## src/rtl/fetch_stage_pkg.sv

```systemverilog
// Shared types for the fetch stage: word/bool aliases, fetch FSM states and
// the {instr, pc} entry handed to the decoder.
package fetch_stage_pkg;
  typedef logic [31:0] Word;
  typedef logic        Bool;

  localparam Bool TRUE        = 1'b1;
  localparam Bool FALSE       = 1'b0;
  localparam int  INSTR_BYTES = 4;

  typedef enum logic {
    RUN    = 1'b0,
    HALTED = 1'b1
  } FetchState;

  typedef struct packed {
    Word instr;
    Word pc;
  } fetch_entry_t;

  function automatic Word align_word(input Word a);
    return {a[31:2], 2'b00};
  endfunction
endpackage

```

## src/rtl/fetch_stage_sync_fifo.sv

```systemverilog
// Small synchronous FIFO with flush; head is presented combinationally from
// storage. A push into a full FIFO is accepted only when a pop happens the same cycle.
module fetch_stage_sync_fifo #(
  parameter int WIDTH = 32,
  parameter int DEPTH = 2
) (
  input  logic                       clk,
  input  logic                       reset,
  input  logic                       flush,
  input  logic                       push,
  input  logic [WIDTH-1:0]           push_data,
  input  logic                       pop,
  output logic [WIDTH-1:0]           head,
  output logic [$clog2(DEPTH+1)-1:0] count
);
  localparam int CW = $clog2(DEPTH + 1);
  localparam int AW = (DEPTH > 1) ? $clog2(DEPTH) : 1;

  logic [WIDTH-1:0] mem [DEPTH];
  logic [AW-1:0]    rd_ptr, wr_ptr;
  logic             full, empty, do_push, do_pop;

  assign empty   = (count == '0);
  assign full    = (count == CW'(DEPTH));
  assign do_pop  = pop && !empty;
  assign do_push = push && (!full || do_pop);
  assign head    = mem[rd_ptr];

  function automatic logic [AW-1:0] bump(input logic [AW-1:0] p);
    return (p == AW'(DEPTH - 1)) ? '0 : p + AW'(1);
  endfunction

  always_ff @(posedge clk) begin
    if (reset || flush) begin
      rd_ptr <= '0;
      wr_ptr <= '0;
      count  <= '0;
    end else begin
      if (do_push) wr_ptr <= bump(wr_ptr);
      if (do_pop)  rd_ptr <= bump(rd_ptr);
      count <= count + CW'(do_push) - CW'(do_pop);
    end
  end

  // Storage needs no reset: count gates every read.
  always_ff @(posedge clk) begin
    if (do_push) mem[wr_ptr] <= push_data;
  end
endmodule

```

## src/rtl/fetch_stage.sv

```systemverilog
// Instruction fetch: owns the PC, issues credit-limited word reads, buffers
// in-order responses and hands {instr, pc} to the decoder; supports redirect and halt.
module fetch_stage
  import fetch_stage_pkg::*;
#(
  parameter Word RESET_PC = 32'h0000_0000,
  parameter int  DEPTH    = 2
) (
  input  logic clk,
  input  logic reset,
  output logic imem_req_valid,
  input  logic imem_req_ready,
  output Word  imem_req_addr,
  input  logic imem_resp_valid,
  input  Word  imem_resp_data,
  output logic out_valid,
  input  logic out_ready,
  output Word  out_instr,
  output Word  out_pc,
  input  logic redirect_valid,
  input  Word  redirect_pc,
  input  logic halt,
  output Bool  halted
);
  localparam int         CW      = $clog2(DEPTH + 1);
  localparam logic [CW:0] CREDITS = (CW + 1)'(DEPTH);

  FetchState    state, state_nxt;
  Word          fetch_pc;
  logic [CW-1:0] inflight, drop, count, pcq_count;
  logic          can_issue, accept, resp, resp_keep, pop_out;
  fetch_entry_t  head, push_entry;
  Word           pcq_head;

  // Buffered words plus outstanding reads never exceed DEPTH, so a response
  // always finds room in the entry FIFO.
  assign can_issue  = ({1'b0, inflight} + {1'b0, count}) < CREDITS;
  assign accept     = imem_req_valid && imem_req_ready;
  assign resp       = imem_resp_valid && !reset;
  assign resp_keep  = resp && (drop == '0) && !redirect_valid;
  assign out_valid  = !reset && (count != '0);
  assign pop_out    = out_valid && out_ready;
  assign push_entry = '{instr: imem_resp_data, pc: pcq_head};

  assign imem_req_addr = fetch_pc;
  assign out_instr     = head.instr;
  assign out_pc        = head.pc;

  always_ff @(posedge clk) begin
    if (reset) state <= RUN;
    else       state <= state_nxt;
  end

  always_comb begin
    state_nxt = state;
    if (redirect_valid)             state_nxt = RUN;
    else if (state == RUN && halt)  state_nxt = HALTED;
  end

  always_comb begin
    imem_req_valid = 1'b0;
    halted         = FALSE;
    if (!reset) begin
      imem_req_valid = (state == RUN) && !redirect_valid && can_issue;
      halted         = ((state == HALTED) && (count == '0) && (inflight == '0)) ? TRUE : FALSE;
    end
  end

  // Responses to reads issued before a redirect are still counted in
  // inflight; drop tells how many of the next ones to discard.
  always_ff @(posedge clk) begin
    if (reset) begin
      fetch_pc <= RESET_PC;
      inflight <= '0;
      drop     <= '0;
    end else if (redirect_valid) begin
      fetch_pc <= align_word(redirect_pc);
      inflight <= inflight - CW'(resp);
      drop     <= inflight - CW'(resp);
    end else begin
      if (accept) fetch_pc <= fetch_pc + Word'(INSTR_BYTES);
      inflight <= inflight + CW'(accept) - CW'(resp);
      if (resp && drop != '0) drop <= drop - CW'(1);
    end
  end

  fetch_stage_sync_fifo #(.WIDTH($bits(fetch_entry_t)), .DEPTH(DEPTH)) u_entry_fifo (
    .clk       (clk),
    .reset     (reset),
    .flush     (redirect_valid),
    .push      (resp_keep),
    .push_data (push_entry),
    .pop       (pop_out),
    .head      (head),
    .count     (count)
  );

  fetch_stage_sync_fifo #(.WIDTH($bits(Word)), .DEPTH(DEPTH)) u_pc_fifo (
    .clk       (clk),
    .reset     (reset),
    .flush     (redirect_valid),
    .push      (accept),
    .push_data (fetch_pc),
    .pop       (resp_keep),
    .head      (pcq_head),
    .count     (pcq_count)
  );

  a_count_bound: assert property (@(posedge clk) disable iff (reset) count <= CW'(DEPTH));
  a_inflight_bound: assert property (@(posedge clk) disable iff (reset) inflight <= CW'(DEPTH));
  a_pcq_tracks: assert property (@(posedge clk) disable iff (reset) pcq_count <= inflight);
endmodule
```

## config.mk

```make
export PLATFORM = sky130hd
export DESIGN_NAME = fetch_stage
export DESIGN_NICKNAME = d
export VERILOG_FILES = /design/src/rtl/fetch_stage_pkg.sv /design/src/rtl/fetch_stage_sync_fifo.sv /design/src/rtl/fetch_stage.sv
export SDC_FILE = /design/constraint.sdc
export NUM_CORES = 1
export LEC_CHECK = 0
export BUFFER_PORTS_ARGS = -buffer_cell sky130_fd_sc_hd__buf_2
export CAP_MARGIN = 25
export CORE_UTILIZATION = 50
export DETAILED_ROUTE_END_ITERATION = 8
export GPL_TIMING_DRIVEN = 1
export MAX_ROUTING_LAYER = met4
export PLACE_DENSITY = 0.75
export SLEW_MARGIN = 0
export SYNTH_ARGS = -nofsm -noshare
export SYNTH_HDL_FRONTEND = slang
export SYNTH_HIERARCHICAL = 1
export SYNTH_SLANG_ARGS = --single-unit
```

## constraint.sdc

```tcl
create_clock -name clk -period 4.98 [get_ports clk]
set_clock_uncertainty 0.15 [all_clocks]
set_input_delay 0.996 -clock clk [delete_from_list [all_inputs] [get_ports clk]]
set_output_delay 0.996 -clock clk [all_outputs]
set_load 0.02 [all_outputs]
```

==> metrics.yaml <==
worst_setup_path:
  end_kind: "primary output"
  critPathArrivalTime_ns: 2.22
  rr_worst_depth: 8
  worst_ep_required_time_ns: 3.83
  path_class: "reg2out"
  r2r_slack_ns: 1.82
  worstPathMaxFanout: 5
  rr_startpoint: "u_entry_fifo/count[0]$_SDFF_PP0_"
  reg2reg_to: "u_pc_fifo/mem[0][27]$_DFFE_PP_"
  crit_path_start_kind: "flop"
clocking:
  cts_buffers: 24
  post_cts_buffers: 0
  cts_tree: "yes"
  clkTransAtPathRegs_ns: 0.06
  cts_resized: 0
  cts_sinks: 237
  ctsHoldBuffers: 0
  clock_path_buffers: 3
  insertion_delay_ns: 0.50
  h-tree-depth: 1
  cts_root_buf: "clkbuf_16"
route:
  wire_per_inst_um: 17.4
  via_per_inst: 5.33
  first_pass_iters: 5
  drt-initial-drc-count: 373
  final_antenna_net_count: 0
  drc_errors: 0
  vias: 5748
  wl_um: 18800
global_routing:
  track_usage: 0.188
  antenna_found_initial: 0
  grt_pass1_wl_um: 28600
  grt_start_max_net_pins: 65
  overflow: 0
  grt_pass1_vias: 5441
floorplan:
  io_pins: 170
  initial_core_util: 0.511
  die_h_um: 143
  die-area_um2: 20500
  core_area_um2: 19500
  rows: 51
  die_w_um: 143
place:
  post-place-ws_ns: 1.25
  place.gp.congestion: 0.877
  io_buffer_count: 165
  dpl_cell_area_um2: 11000
  hpwl_um: 11900
  dp_cells: 1032
layout:
  fillCellCount: 1501
  drive_gt1_frac: 0.402
  num_antenna_cells: 0
  final_nets: 876
  fin_area_um2: 11900
  syn_to_final_growth_pct: 19.3
  stdcell_count: 1078
pwr:
  switching_share: 0.205
  irDropWorstVdd_mv: 0.231
  combPwrFrac: 0.057
  cellPowerDensity_nw_per_um2: 367
  clkPwrFrac: 0.431
  seqPwrFrac: 0.512
  power_switching_mw: 0.894
  p_leak_nw: 4.46
  intPower_mw: 3.47
min_path:
  whs_endpoint: "state$_SDFFE_PP0P_"
  hp-class: "reg2reg"
  hold_path_startpoint: "state$_SDFFE_PP0P_"
  hold_depth: 1
sta:
  fin_ws_ns: 1.61
  fin_crit_sh: 0.677
  maxSlewHeadroom: 0.436
  setup_violations: 0
  fin_setup_tns_ns: 0
  min_period_ns: 3.37
  rsz0062_at_grt: "no"
  final_max_slew_viol_count: 0
  worst_pin_slew_ns: 0.847
  hold_violations: 0
  fmax_mhz: 297
synth:
  avgSynthCellArea_um2: 16.1
  async_flop_share: 0
  synth_edf_count: 192
  yosysUniqueCellTypes: 51
  yosys_warnings: 6
  syn_area_um2: 9980
  synth-seq-cells: 237
  synth_cells: 619
  ys.flop_type: "edfxtp_1"
  synth-seq-area-share: 0.668
run:
  cap_viol_max_count: 0
status:
  status: "finished clean"
registers in the layout (all words and copies together), names as in the netlist, named ones only:
register             cells
drop                     2
u_pc_fifo/mem           64
u_pc_fifo/rd_ptr         1
u_entry_fifo/mem       128
u_pc_fifo/wr_ptr         1
inflight                 2
u_entry_fifo/wr_ptr      1
u_entry_fifo/rd_ptr      1
imem_req_addr           30
state                    1
u_entry_fifo/count       2
u_pc_fifo/count          2
how the worst max path moves through the flow:
stage	from	endpoint	slack, ns
after floorplan	reset	u_entry_fifo/mem[0][0]$_DFFE_PP_	-0.16
after global placement	reset	u_pc_fifo/mem[1][13]$_DFFE_PP_	1.29
after detailed placement	reset	u_pc_fifo/mem[0][29]$_DFFE_PP_	1.25
after CTS	u_entry_fifo/count[0]$_SDFF_PP0_	u_pc_fifo/mem[1][6]$_DFFE_PP_	1.60
after global routing	u_entry_fifo/count[0]$_SDFF_PP0_	imem_req_valid	1.39
final	u_entry_fifo/count[0]$_SDFF_PP0_	imem_req_valid	1.61
cell usage after synthesis, drive strengths merged, types with 5 or more instances:
cell,instances,share of area
a21oi,19,0.0095
a22oi,6,0.0045
a31oi,7,0.0044
and2,11,0.0069
and3,5,0.0031
and4,5,0.0044
buf,22,0.023
clkbuf,8,0.0030
dfxtp,45,0.090
edfxtp,192,0.58
ha,9,0.011
inv,14,0.0053
mux2,99,0.15
nand2,23,0.0086
nand2b,5,0.0031
nand3,14,0.0075
nand4,14,0.0088
nor2,31,0.012
nor3,12,0.0060
o211ai,6,0.0045
o21ai,12,0.0060
o22ai,5,0.0031
o311ai,5,0.0044
xnor2,11,0.0097
xor2,7,0.0061
metrics by stage:
step	utilization	hold WS [ns]	power, mW
3_5_place_dp	0.564	0.335	2.53
5_1_grt	0.610	0.367	4.51
2_1_floorplan	-	0.301	2.42
4_1_cts	0.607	0.347	4.41
6_report	0.610	0.348	4.37
3_3_place_gp	0.564	0.326	2.52
routing by layer:
| layer | up-vias | share of wire | track usage |
|---|---|---|---|
| met5 | - | 0 | - |
| met4 | 0 | 0.021 | 0.0627 |
| met3 | 31 | 0.077 | 0.0352 |
| met2 | 263 | 0.47 | 0.299 |
| met1 | 2741 | 0.43 | 0.243 |
| li1 | 2713 | - | - |
logic make-up after synthesis:
| logic type | share of synthesized area |
|---|---|
| AO/OA/AOI/OAI | 0.0503 |
| XOR/XNOR | 0.0158 |
| multiplexers | 0.149 |
| adder cells (fa/ha/maj) | 0.0133 |
| other | 0.000376 |
| flip-flops | 0.668 |
| AND/OR/NAND/NOR | 0.0718 |
| buffers and inverters | 0.0320 |
power groups by stage:
| stage | registers, mW | logic [mW] | clock network, mW |
|---|---|---|---|
| 2_1_floorplan | 2.28 | 0.139 | 0 |
| 3_3_place_gp | 2.27 | 0.244 | 0 |
| 3_5_place_dp | 2.28 | 0.249 | 0 |
| 4_1_cts | 2.23 | 0.250 | 1.92 |
| 5_1_grt | 2.24 | 0.274 | 2.00 |
| 6_report | 2.24 | 0.251 | 1.88 |
critical path: stages (launching register included):
cell	delay, ns
dfxtp_1	0.44
and2_1	0.18
fa_1	0.41
nor3_1	0.34
and2_1	0.19
buf_2	0.16
cells in the final DEF, fill, tap and decap left out, types with 11 or more instances in the layout:
cell type and count:
dfxtp_1 43, and2_1 11, nor3_1 12, nand3_1 13
nor2_1 26, nand2_1 23, edfxtp_1 192, buf_2 165
nand4_1 14, xnor2_1 11, a21oi_1 19, clkbuf_16 25
o21ai_0 12, mux2_4 90, inv_1 11
final cells by class:
| type | instances | area (um2) | share of cell area |
|---|---|---|---|
| multi-input combinational | 342 | 3040 | 0.256 |
| timing repair buffer | 175 | 958 | 0.0805 |
| tap | 265 | 332 | 0.0279 |
| sequential | 237 | 6670 | 0.560 |
| clock inverter | 12 | 189 | 0.0159 |
| inverter | 15 | 56.3 | 0.00473 |
| clock buffer | 32 | 652 | 0.0548 |
No activity file was read; power rests on OpenSTA's default activity.
